<file path="src/rtl/seg_display_scheduler_pkg.sv">
// Shared types and constants for the seven-segment display scheduler.
// Used by the scheduler top and the reusable seg_decode block.
package seg_display_scheduler_pkg;

    typedef enum logic [1:0] {
        SHOW_STATUS = 2'd0,
        SHOW_MSG    = 2'd1,
        SHOW_ALERT  = 2'd2
    } state_e;

    localparam logic [1:0] SRC_STATUS = 2'd0;
    localparam logic [1:0] SRC_MSG    = 2'd1;
    localparam logic [1:0] SRC_ALERT  = 2'd2;

    localparam logic [6:0] SEG_DASH  = 7'b0111111;
    localparam logic [6:0] SEG_BLANK = 7'h7F;

    function automatic logic [1:0] state_to_src(input state_e s);
        case (s)
            SHOW_STATUS: return SRC_STATUS;
            SHOW_MSG:    return SRC_MSG;
            SHOW_ALERT:  return SRC_ALERT;
            default:     return SRC_STATUS;
        endcase
    endfunction

endpackage

</file>
<file path="src/rtl/seg_display_scheduler_seg_decode.sv">
// Nibble to active-low segment pattern {g,f,e,d,c,b,a}: 0-9, 'A' as dash,
// everything else blank.
module seg_decode
    import seg_display_scheduler_pkg::*;
(
    input  logic [3:0] nibble_i,
    output logic [6:0] seg_o
);

    // Segment lookup
    always_comb begin
        seg_o = SEG_BLANK;
        case (nibble_i)
            4'h0:    seg_o = 7'b1000000;
            4'h1:    seg_o = 7'b1111001;
            4'h2:    seg_o = 7'b0100100;
            4'h3:    seg_o = 7'b0110000;
            4'h4:    seg_o = 7'b0011001;
            4'h5:    seg_o = 7'b0010010;
            4'h6:    seg_o = 7'b0000010;
            4'h7:    seg_o = 7'b1111000;
            4'h8:    seg_o = 7'b0000000;
            4'h9:    seg_o = 7'b0010000;
            4'hA:    seg_o = SEG_DASH;
            default: seg_o = SEG_BLANK;
        endcase
    end

endmodule

</file>
<file path="src/rtl/seg_display_scheduler.sv">
// Shares the 4-digit display between live status, messages and alerts, and scans it
// with per-slot blanking and frame-boundary content latching. SEG_DIM_EN adds the dim port.
module seg_display_scheduler
    import seg_display_scheduler_pkg::*;
#(
    parameter int SCAN_DIV     = 16,
    parameter int HOLD_CYCLES  = 100_000_000,
    parameter int BLANK_CYCLES = 64
) (
    input  logic        clk,
    input  logic        rst,
    input  logic [15:0] status_nums,
    input  logic        msg_req,
    input  logic [15:0] msg_nums,
    output logic        msg_ack,
    input  logic        alert_req,
    input  logic [15:0] alert_nums,
    output logic        alert_ack,
    output logic        busy,
    output logic [1:0]  active_src,
`ifdef SEG_DIM_EN
    input  logic [1:0]  dim,
`endif
    output logic [6:0]  display,
    output logic [3:0]  digit
);

    localparam int                  TW        = $clog2(HOLD_CYCLES + 1);
    localparam logic [TW-1:0]       HOLD_LOAD = TW'(HOLD_CYCLES - 1);
    localparam logic [SCAN_DIV-1:0] BLANK_LIM = SCAN_DIV'(BLANK_CYCLES);
    localparam logic [SCAN_DIV-1:0] PRESC_MAX = {SCAN_DIV{1'b1}};

    state_e              state_q, state_d;
    logic [TW-1:0]       timer_q, timer_d;
    logic [15:0]         word_q, word_d;
    logic [15:0]         frame_q, frame_d;
    logic [SCAN_DIV-1:0] presc_q, presc_d;
    logic [1:0]          idx_q, idx_d;
    logic                msg_ack_q, msg_ack_d;
    logic                alert_ack_q, alert_ack_d;
    logic                busy_q;
    logic [1:0]          src_q;
    logic [6:0]          display_q, display_d;
    logic [3:0]          digit_q, digit_d;
    logic [15:0]         owner_word_s;
    logic [3:0]          nibble_s;
    logic [6:0]          seg_s;
    logic                lit_s;
    logic                alert_go_s, msg_go_s;

    assign owner_word_s = (state_q == SHOW_STATUS) ? status_nums : word_q;
    // A request seen while its own ack is high is the tail of the one just accepted
    assign alert_go_s   = alert_req && !alert_ack_q;
    assign msg_go_s     = msg_req && !msg_ack_q;

    // Ownership FSM: accept, hold timer, alert preemption and reload
    always_comb begin
        state_d     = state_q;
        timer_d     = timer_q;
        word_d      = word_q;
        msg_ack_d   = 1'b0;
        alert_ack_d = 1'b0;
        if (alert_go_s) begin
            state_d     = SHOW_ALERT;
            timer_d     = HOLD_LOAD;
            word_d      = alert_nums;
            alert_ack_d = 1'b1;
        end else begin
            case (state_q)
                SHOW_STATUS: begin
                    if (msg_go_s) begin
                        state_d   = SHOW_MSG;
                        timer_d   = HOLD_LOAD;
                        word_d    = msg_nums;
                        msg_ack_d = 1'b1;
                    end else begin
                        state_d = SHOW_STATUS;
                    end
                end
                SHOW_MSG, SHOW_ALERT: begin
                    if (timer_q == {TW{1'b0}}) begin
                        state_d = SHOW_STATUS;
                    end else begin
                        timer_d = timer_q - TW'(1);
                    end
                end
                default: state_d = SHOW_STATUS;
            endcase
        end
    end

    // Scan counters and tear-free frame latch at the digit 3 -> 0 wrap
    always_comb begin
        presc_d = presc_q + SCAN_DIV'(1);
        idx_d   = idx_q;
        frame_d = frame_q;
        if (presc_q == PRESC_MAX) begin
            idx_d = idx_q + 2'd1;
            if (idx_q == 2'd3) begin
                frame_d = owner_word_s;
            end else begin
                frame_d = frame_q;
            end
        end else begin
            idx_d = idx_q;
        end
    end

    assign nibble_s = frame_d[{idx_d, 2'b00} +: 4];

    seg_decode u_seg_decode (
        .nibble_i (nibble_s),
        .seg_o    (seg_s)
    );

    // Pin drive computed from next-state scan position so the registered pins line up
    always_comb begin
`ifdef SEG_DIM_EN
        lit_s = (presc_d >= BLANK_LIM) && (presc_d[SCAN_DIV-1 -: 2] <= dim);
`else
        lit_s = (presc_d >= BLANK_LIM);
`endif
        if (lit_s) begin
            digit_d   = ~(4'b0001 << idx_d);
            display_d = seg_s;
        end else begin
            digit_d   = 4'b1111;
            display_d = SEG_BLANK;
        end
    end

    // State and output registers
    always_ff @(posedge clk or posedge rst) begin
        if (rst) begin
            state_q     <= SHOW_STATUS;
            timer_q     <= {TW{1'b0}};
            word_q      <= 16'h0000;
            frame_q     <= 16'h0000;
            presc_q     <= {SCAN_DIV{1'b0}};
            idx_q       <= 2'd0;
            msg_ack_q   <= 1'b0;
            alert_ack_q <= 1'b0;
            busy_q      <= 1'b0;
            src_q       <= SRC_STATUS;
            display_q   <= SEG_BLANK;
            digit_q     <= 4'b1111;
        end else begin
            state_q     <= state_d;
            timer_q     <= timer_d;
            word_q      <= word_d;
            frame_q     <= frame_d;
            presc_q     <= presc_d;
            idx_q       <= idx_d;
            msg_ack_q   <= msg_ack_d;
            alert_ack_q <= alert_ack_d;
            busy_q      <= (state_d != SHOW_STATUS);
            src_q       <= state_to_src(state_d);
            display_q   <= display_d;
            digit_q     <= digit_d;
        end
    end

    assign msg_ack    = msg_ack_q;
    assign alert_ack  = alert_ack_q;
    assign busy       = busy_q;
    assign active_src = src_q;
    assign display    = display_q;
    assign digit      = digit_q;

endmodule
</file>
<file path="config.mk">
export PLATFORM = sky130hd
export DESIGN_NAME = seg_display_scheduler
export DESIGN_NICKNAME = d
export VERILOG_FILES = /design/src/rtl/seg_display_scheduler_pkg.sv /design/src/rtl/seg_display_scheduler_seg_decode.sv /design/src/rtl/seg_display_scheduler.sv
export SDC_FILE = /design/constraint.sdc
export NUM_CORES = 1
export LEC_CHECK = 0
export ABC_AREA = 0
export CORE_UTILIZATION = 45
export DETAILED_ROUTE_END_ITERATION = 12
export GPL_ROUTABILITY_DRIVEN = 0
export PLACE_DENSITY = 0.72
export SETUP_SLACK_MARGIN = 0.2
export SYNTH_ARGS = -nofsm -noshare
export SYNTH_HDL_FRONTEND = slang
export SYNTH_SLANG_ARGS = --single-unit
</file>
<file path="constraint.sdc">
create_clock -name clk -period 3.7 [get_ports clk]
set_input_delay 0.555 -clock clk [delete_from_list [all_inputs] [get_ports clk]]
set_output_delay 0.555 -clock clk [all_outputs]
set_load 0.01 [all_outputs]
</file>
==> impl_metrics.py, run 1 <==
metrics = {
    "final_layout": {
        "register_area_um2": 2390,
        "drive_gt1_share_pct": 14.6,
        "layout.nets": 581,
        "n_antenna_cell": 0,
        "fin_area_um2": 5870,
        "utilization_pct": 56.6,
        "finalNonFillerCells": 658,
        "area_delta_synth_final_pct": 21.7,
        "fillers": 894,
        "multi_input_area_um2": 2290,
    },
    "timing": {
        "whs_ns": 0.485,
        "slew_viol_final": 0,
        "slew_headroom_pct": 50.2,
        "period_needed_ns": 3.23,
        "setup_tns_ns": 0,
        "tightest_slew_ns": 0.740,
        "skew_ns": 0.00868,
        "fmax_mhz": 309,
        "finalSetupViolations": 0,
        "finalHoldViolCount": 0,
        "rsz0062_at_grt": "false",
        "period_share_pct": 87.4,
    },
    "floorplan": {
        "ios": 68,
        "coreArea_um2": 10400,
        "die_y_um": 106,
        "core.rowCount": 37,
        "fp.dieW_um": 106,
        "floorplan.initialDensity_pct": 46.5,
        "die_area_um2": 11100,
    },
    "synth": {
        "ys_seq_area_share_pct": 49.5,
        "yosys_register_bits": 95,
        "async_reset_ff_share_pct": 100,
        "yosysWarnings": 0,
        "synth_top_area_share_pct": 43.5,
        "postSynthCellCount": 447,
        "syn_nets": 510,
        "syn_area_um2": 4830,
        "synth_area_leaders": "dfrtp_1 44%, dfstp_2 6.0%, mux2_2 5.6%",
        "avgSynthCellArea_um2": 10.8,
        "synth_edf_count": 0,
        "ys.flop_type": "dfrtp_1",
        "synth_cell_type_count": 54,
        "synth_largest_area_cell": "dfrtp_1",
    },
    "power_and_ir_drop": {
        "p_leak_nw": 2.52,
        "swShare_pct": 30.2,
        "clkPwrFrac_pct": 26.5,
        "p_seq_share_pct": 45.7,
        "comb_power_share_pct": 27.8,
        "irDropWorstVdd_mv": 0.256,
        "p_per_area_nw_per_um2": 444,
        "p_int_w": 0.00182,
        "switchingPower_w": 0.000788,
    },
    "clocking": {
        "clk_latency_ns": 0.37,
        "h-tree-depth": 3,
        "cts_tree": "done",
        "post_cts_buffers": 0,
        "root_buffer": "clkbuf_8",
        "hold_buffers": 0,
        "cts.sink_count": 95,
        "cts_resized": 0,
        "numCtsBuffers": 9,
        "clk_pin_slew_worst_paths_ns": 0.09,
        "cts_buffer_depth": 2,
    },
    "detailed_routing": {
        "drt_wl_total_mm": 9.95,
        "vias": 3470,
        "detail-route-antenna-nets": 0,
        "firstDrtPassIters": 4,
        "drc": 0,
        "routedWlPerCell_um": 15.1,
        "vias_per_cell": 5.27,
        "drt_iter0_markers": 189,
    },
    "grt": {
        "grt_start_max_net_pins": 56,
        "track_usage_pct": 19.3,
        "grt_antenna_before_repair": 0,
        "grt_pass1_wl_mm": 17.0,
        "overflow": 0,
        "grt_pass1_vias": 3554,
    },
    "run_status": {
        "status": "finished, final reports clean",
    },
    "worst_setup_path": {
        "required_ns": 3.98,
        "cp-start-kind": "register",
        "r2r_cells": 10,
        "worstPathMaxFanout": 8,
        "crit_path_max_incr_delay_ns": 0.57,
        "cp_cell_sequence": "ha_1 -> nand3_1 -> nor4_2 -> xnor2_1 -> clkinv_2 -> mux4_2 -> inv_2 -> ha_1 -> and3_1 -> o31ai_2",
        "worstSetupPathType": "reg2reg",
        "cp_slowest_cell": "mux4_2",
        "worst_path_most_repeated_cell": "ha_1",
        "worstSetupEndpointType": "register",
        "worstPathArrival_ns": 3.51,
    },
    "placement": {
        "hpwl_mm": 7.09,
        "place_area_um2": 5680,
        "place_inst": 643,
        "io_buffers": 67,
    },
    "run": {
        "cap_violations": 0,
    },
    "hold_path": {
        "whs_path_depth": 2,
        "hp-class": "reg2reg",
    },
}
==> metal layers <==
layer	GRT usage (%)	vias to the layer above	share of wire (%)
met5	0	-	0
met4	6.25	0	1.3
met3	3.96	12	3.8
met2	31.5	75	49
met1	25.8	1674	46
li1	-	1709	-
==> kinds of logic (layout without fill, tap and decap cells) <==
kind of cell	after synthesis	after routing	synth area share [%]
xor gates and xnor gates	39	39	7.08
and+or+nand+nor	162	162	17.9
buffers and inverters	33	108	2.93
AOI/OAI and AO/OA	50	50	6.25
muxes	57	57	13.5
DFF	95	95	49.5
adders and majority gates	11	11	2.85
==> through the flow <==
stage                     setup slack, ns  total power, W
after floorplan                     0.686         0.00169
after global placement              0.645         0.00193
after detailed placement            0.448         0.00194
after CTS                           0.423         0.00263
after global routing                0.227         0.00276
final                               0.466         0.00261
==> layout by cell type, fill, tap and decap left out, types with 12 or more instances in the layout <==
cell / instances
clkdlybuf4s50_1: 67
xnor2_1: 23
nand2_1: 55
mux2_2: 24
inv_1: 12
xor2_1: 16
nor3_1: 13
nor2_1: 31
o21ai_0: 26
dfrtp_1: 84
mux2i_1: 24
==> area by class of cell <==
class / count / share of cell area [%]
Multi-Input combinational cell: 319 / 39.1
Tap cell: 136 / 2.90
Clock inverter: 5 / 1.00
Inverter: 16 / 1.07
Clock buffer: 10 / 2.34
Timing Repair Buffer: 77 / 12.9
Sequential cell: 95 / 40.7
==> path summary, 6_finish.rpt <==
| kind | from | slack (ns) | endpoint |
|---|---|---|---|
| min in group asynchronous | rst | 0.64 | presc_q[8] |
| worst min register to register | frame_q[0] | 0.48 | frame_q[0] |
| max in group asynchronous | rst | 2.30 | display[5] |
| worst max-delay path | presc_q[0] | 0.47 | display[3] |
| worst max register to register | presc_q[0] | 0.47 | display[3] |
| worst min-delay path | frame_q[0] | 0.48 | frame_q[0] |
==> sequential cells by signal, summed over array words and instances, names as in the netlist <==
| register | count |
|---|---|
| state_q | 2 |
| presc_q | 16 |
| active_src | 2 |
| display | 7 |
| timer_q | 27 |
| word_q | 16 |
| digit | 4 |
| alert_ack | 1 |
| msg_ack | 1 |
| busy | 1 |
| idx_q | 2 |
| frame_q | 16 |
==> critical path, delay by kind of cell (launching register included) <==
kind                     cells  cell delay (ns)
AO/OA/AOI/OAI                1             0.23
XOR/XNOR                     1             0.23
adder cells (fa/ha/maj)      2             0.49
buffers and inverters        2             0.35
flip-flops                   1             0.43
multiplexers                 1             0.57
AND/OR/NAND/NOR              3             0.85
==> synth_stat cells (6+ instances only) <==
library cell   n
nor4_1         6
mux2_2        24
o21ai_0       26
dfstp_2       11
ha_1          11
nand4_1       10
mux2i_1       24
buf_2          7
nor3_1        13
clkbuf_1       7
dfrtp_1       84
xnor2_1       23
nor2_1        31
nand2_1       55
nand3_1        9
inv_1         13
a21oi_1        7
xor2_1        16
==> power groups by stage <==
stage               clock network [W]  logic [W]  registers (W)
floorplan                           0   0.000479        0.00121
global placement                    0   0.000721        0.00121
detailed placement                  0   0.000727        0.00121
CTS                          0.000708   0.000732        0.00119
global route                 0.000752   0.000806        0.00120
finish                       0.000692   0.000723        0.00119
No activity file was read; power rests on OpenSTA's default activity.
==> run 2, diff against run 1 <==
Settings changed: CAP_MARGIN set to 20.
==> results of run 2 <==
No change in the layout: final DEF, timing and power equal those of run 1.
==> run 3, diff against run 2 <==
Settings changed: CELL_PAD_IN_SITES_DETAIL_PLACEMENT set to 1, CELL_PAD_IN_SITES_GLOBAL_PLACEMENT set to 1, CORE_UTILIZATION 45 to 43, PLACE_DENSITY 0.72 to 0.84.
==> impl_metrics.py, run 3 (synthesis gave the netlist of run 1 again) <==
metrics = {
    "hold_path": {
        "min_to": "frame_q[12]",
        "hp-class": "reg2reg",
        "whs_path_depth": 2,
        "hold_start": "frame_q[12]",
    },
    "final_layout": {
        "top_register": "timer_q",
        "utilization_pct": 54.4,
        "fillers": 1176,
        "register_area_um2": 2390,
        "drive_gt1_share_pct": 14.5,
        "area_delta_synth_final_pct": 22.6,
        "mostFrequentLayoutCell": "dfrtp_1",
        "final_cell_mix": "84 x dfrtp_1, 67 x clkdlybuf4s50_1, 55 x nand2_1",
        "layout.nets": 581,
        "multi_input_area_um2": 2310,
        "largest_register_ffs": 27,
        "n_antenna_cell": 0,
    },
    "timing": {
        "setup_tns_ns": 0,
        "period_needed_ns": 3.23,
        "whs_ns": 0.497,
        "period_share_pct": 87.3,
        "slew_headroom_pct": 49.0,
        "slew_viol_final": 0,
        "skew_ns": 0.00895,
        "finalWorstSetupSlack_ns": 0.470,
        "fmax_mhz": 310,
        "finalHoldViolCount": 0,
        "tightest_slew_ns": 0.757,
        "finalSetupViolations": 0,
        "rsz0062_at_grt": "false",
    },
    "worst_setup_path": {
        "crit_path_max_incr_delay_ns": 0.64,
        "cp_slowest_cell": "nor4_4",
        "cp-start-kind": "register",
        "worstPathMaxFanout": 9,
        "rrSetupSlack_ns": 0.47,
        "crit_buf_inv": 1,
        "required_ns": 3.99,
        "cp_cell_sequence": "nand4_1 -> nor4_4 -> mux2_2 -> mux4_2 -> inv_2 -> ha_1 -> and3_1 -> o31ai_2",
        "worstSetupPathType": "reg2reg",
        "worstPathArrival_ns": 3.52,
        "r2r_end": "display[3]",
        "r2r_start": "presc_q[8]",
        "worstSetupEndpointType": "register",
        "r2r_cells": 8,
        "crit_family": "simple AND/OR/NAND/NOR gates",
    },
    "placement": {
        "pre_cts_ws_ns": 0.387,
        "io_buffers": 67,
        "hpwl_mm": 8.47,
    },
    "floorplan": {
        "coreArea_um2": 10900,
        "die_y_um": 108,
        "core.rowCount": 38,
        "fp.dieW_um": 108,
        "floorplan.initialDensity_pct": 44.3,
        "die_area_um2": 11700,
        "ios": 68,
    },
    "clocking": {
        "cts_tree": "done",
        "clk_latency_ns": 0.38,
        "cts_buffer_depth": 2,
        "cts_resized": 0,
        "cts.sink_count": 95,
        "numCtsBuffers": 9,
        "post_cts_buffers": 0,
        "clk_pin_slew_worst_paths_ns": 0.09,
        "root_buffer": "clkbuf_8",
        "h-tree-depth": 3,
        "hold_buffers": 0,
    },
    "detailed_routing": {
        "drt_iter0_markers": 129,
        "detail-route-antenna-nets": 0,
        "firstDrtPassIters": 4,
        "vias": 3583,
        "drc": 0,
        "routedWlPerCell_um": 17.5,
        "drt_wl_total_mm": 11.6,
        "vias_per_cell": 5.40,
    },
    "grt": {
        "grt_start_max_net_pins": 60,
        "overflow": 0,
        "grt_pass1_vias": 3998,
        "track_usage_pct": 22.3,
        "grt_pass1_wl_mm": 19.6,
        "grt_antenna_before_repair": 0,
    },
    "power_and_ir_drop": {
        "p_leak_nw": 2.56,
        "irDropWorstVdd_mv": 0.371,
        "p_per_area_nw_per_um2": 460,
    },
    "run": {
        "cap_violations": 0,
    },
    "run_status": {
        "status": "finished, final reports clean",
    },
}
## run 3: changes by cell type in the layout (fill, tap and decap cells not counted), sizes merged
cell	before	now
bufinv	1	2
clkbuf	10	13
clkinv	4	3
clkinvlp	2	0
## run 3: cell type report
class,count,share of cell area (%)
multi-input combinational,319,39.0
tap,140,2.96
clock inverter,3,1.10
clock buffer,13,2.68
sequential,95,40.4
inverter,16,1.06
timing repair buffer,77,12.8
## run 3: worst max path at each step
stage	from	to	slack, ns	depth (start not counted)
2_1_floorplan	rst	active_src[0]	0.69	1
3_3_place_gp	presc_q[0]	display[3]	0.62	10
3_5_place_dp	presc_q[0]	display[3]	0.39	10
4_1_cts	presc_q[0]	display[3]	0.36	10
5_1_grt	presc_q[0]	display[3]	0.27	10
6_report	presc_q[8]	display[3]	0.47	8
## run 3: tightest hold or removal path: stages (launching register included)
cell and delay, ns:
dfrtp_1 0.33, mux2i_1 0.08, inv_1 0.06
## run 3: stage by stage
stage | area, µm² | cells | total power (W)
final | 5920 | 663 | 0.00272
after global routing | 5920 | 663 | 0.00288
after CTS | 5910 | 663 | 0.00277
after detailed placement | 5680 | 647 | 0.00197
after global placement | 5680 | 647 | 0.00193
after floorplan | 4830 | 447 | 0.00169
## run 3: routing by layer
| layer | global-route usage, % | vias to the layer above | share of wire [%] |
|---|---|---|---|
| li1 | - | 1700 | - |
| met4 | 6.65 | 0 | 1.4 |
| met5 | 0 | - | 0 |
| met2 | 40.2 | 60 | 53 |
| met1 | 25.9 | 1809 | 42 |
| met3 | 5.91 | 14 | 3.4 |
## run 3: report_power, final
group	internal, W	total [W]	switching (W)	leakage [nW]
Combinational	0.000358	0.000751	0.000393	1.30
Sequential	0.00113	0.00120	0.0000639	1.14
Clock	0.000417	0.000775	0.000358	0.114
Total	0.00191	0.00272	0.000814	2.56
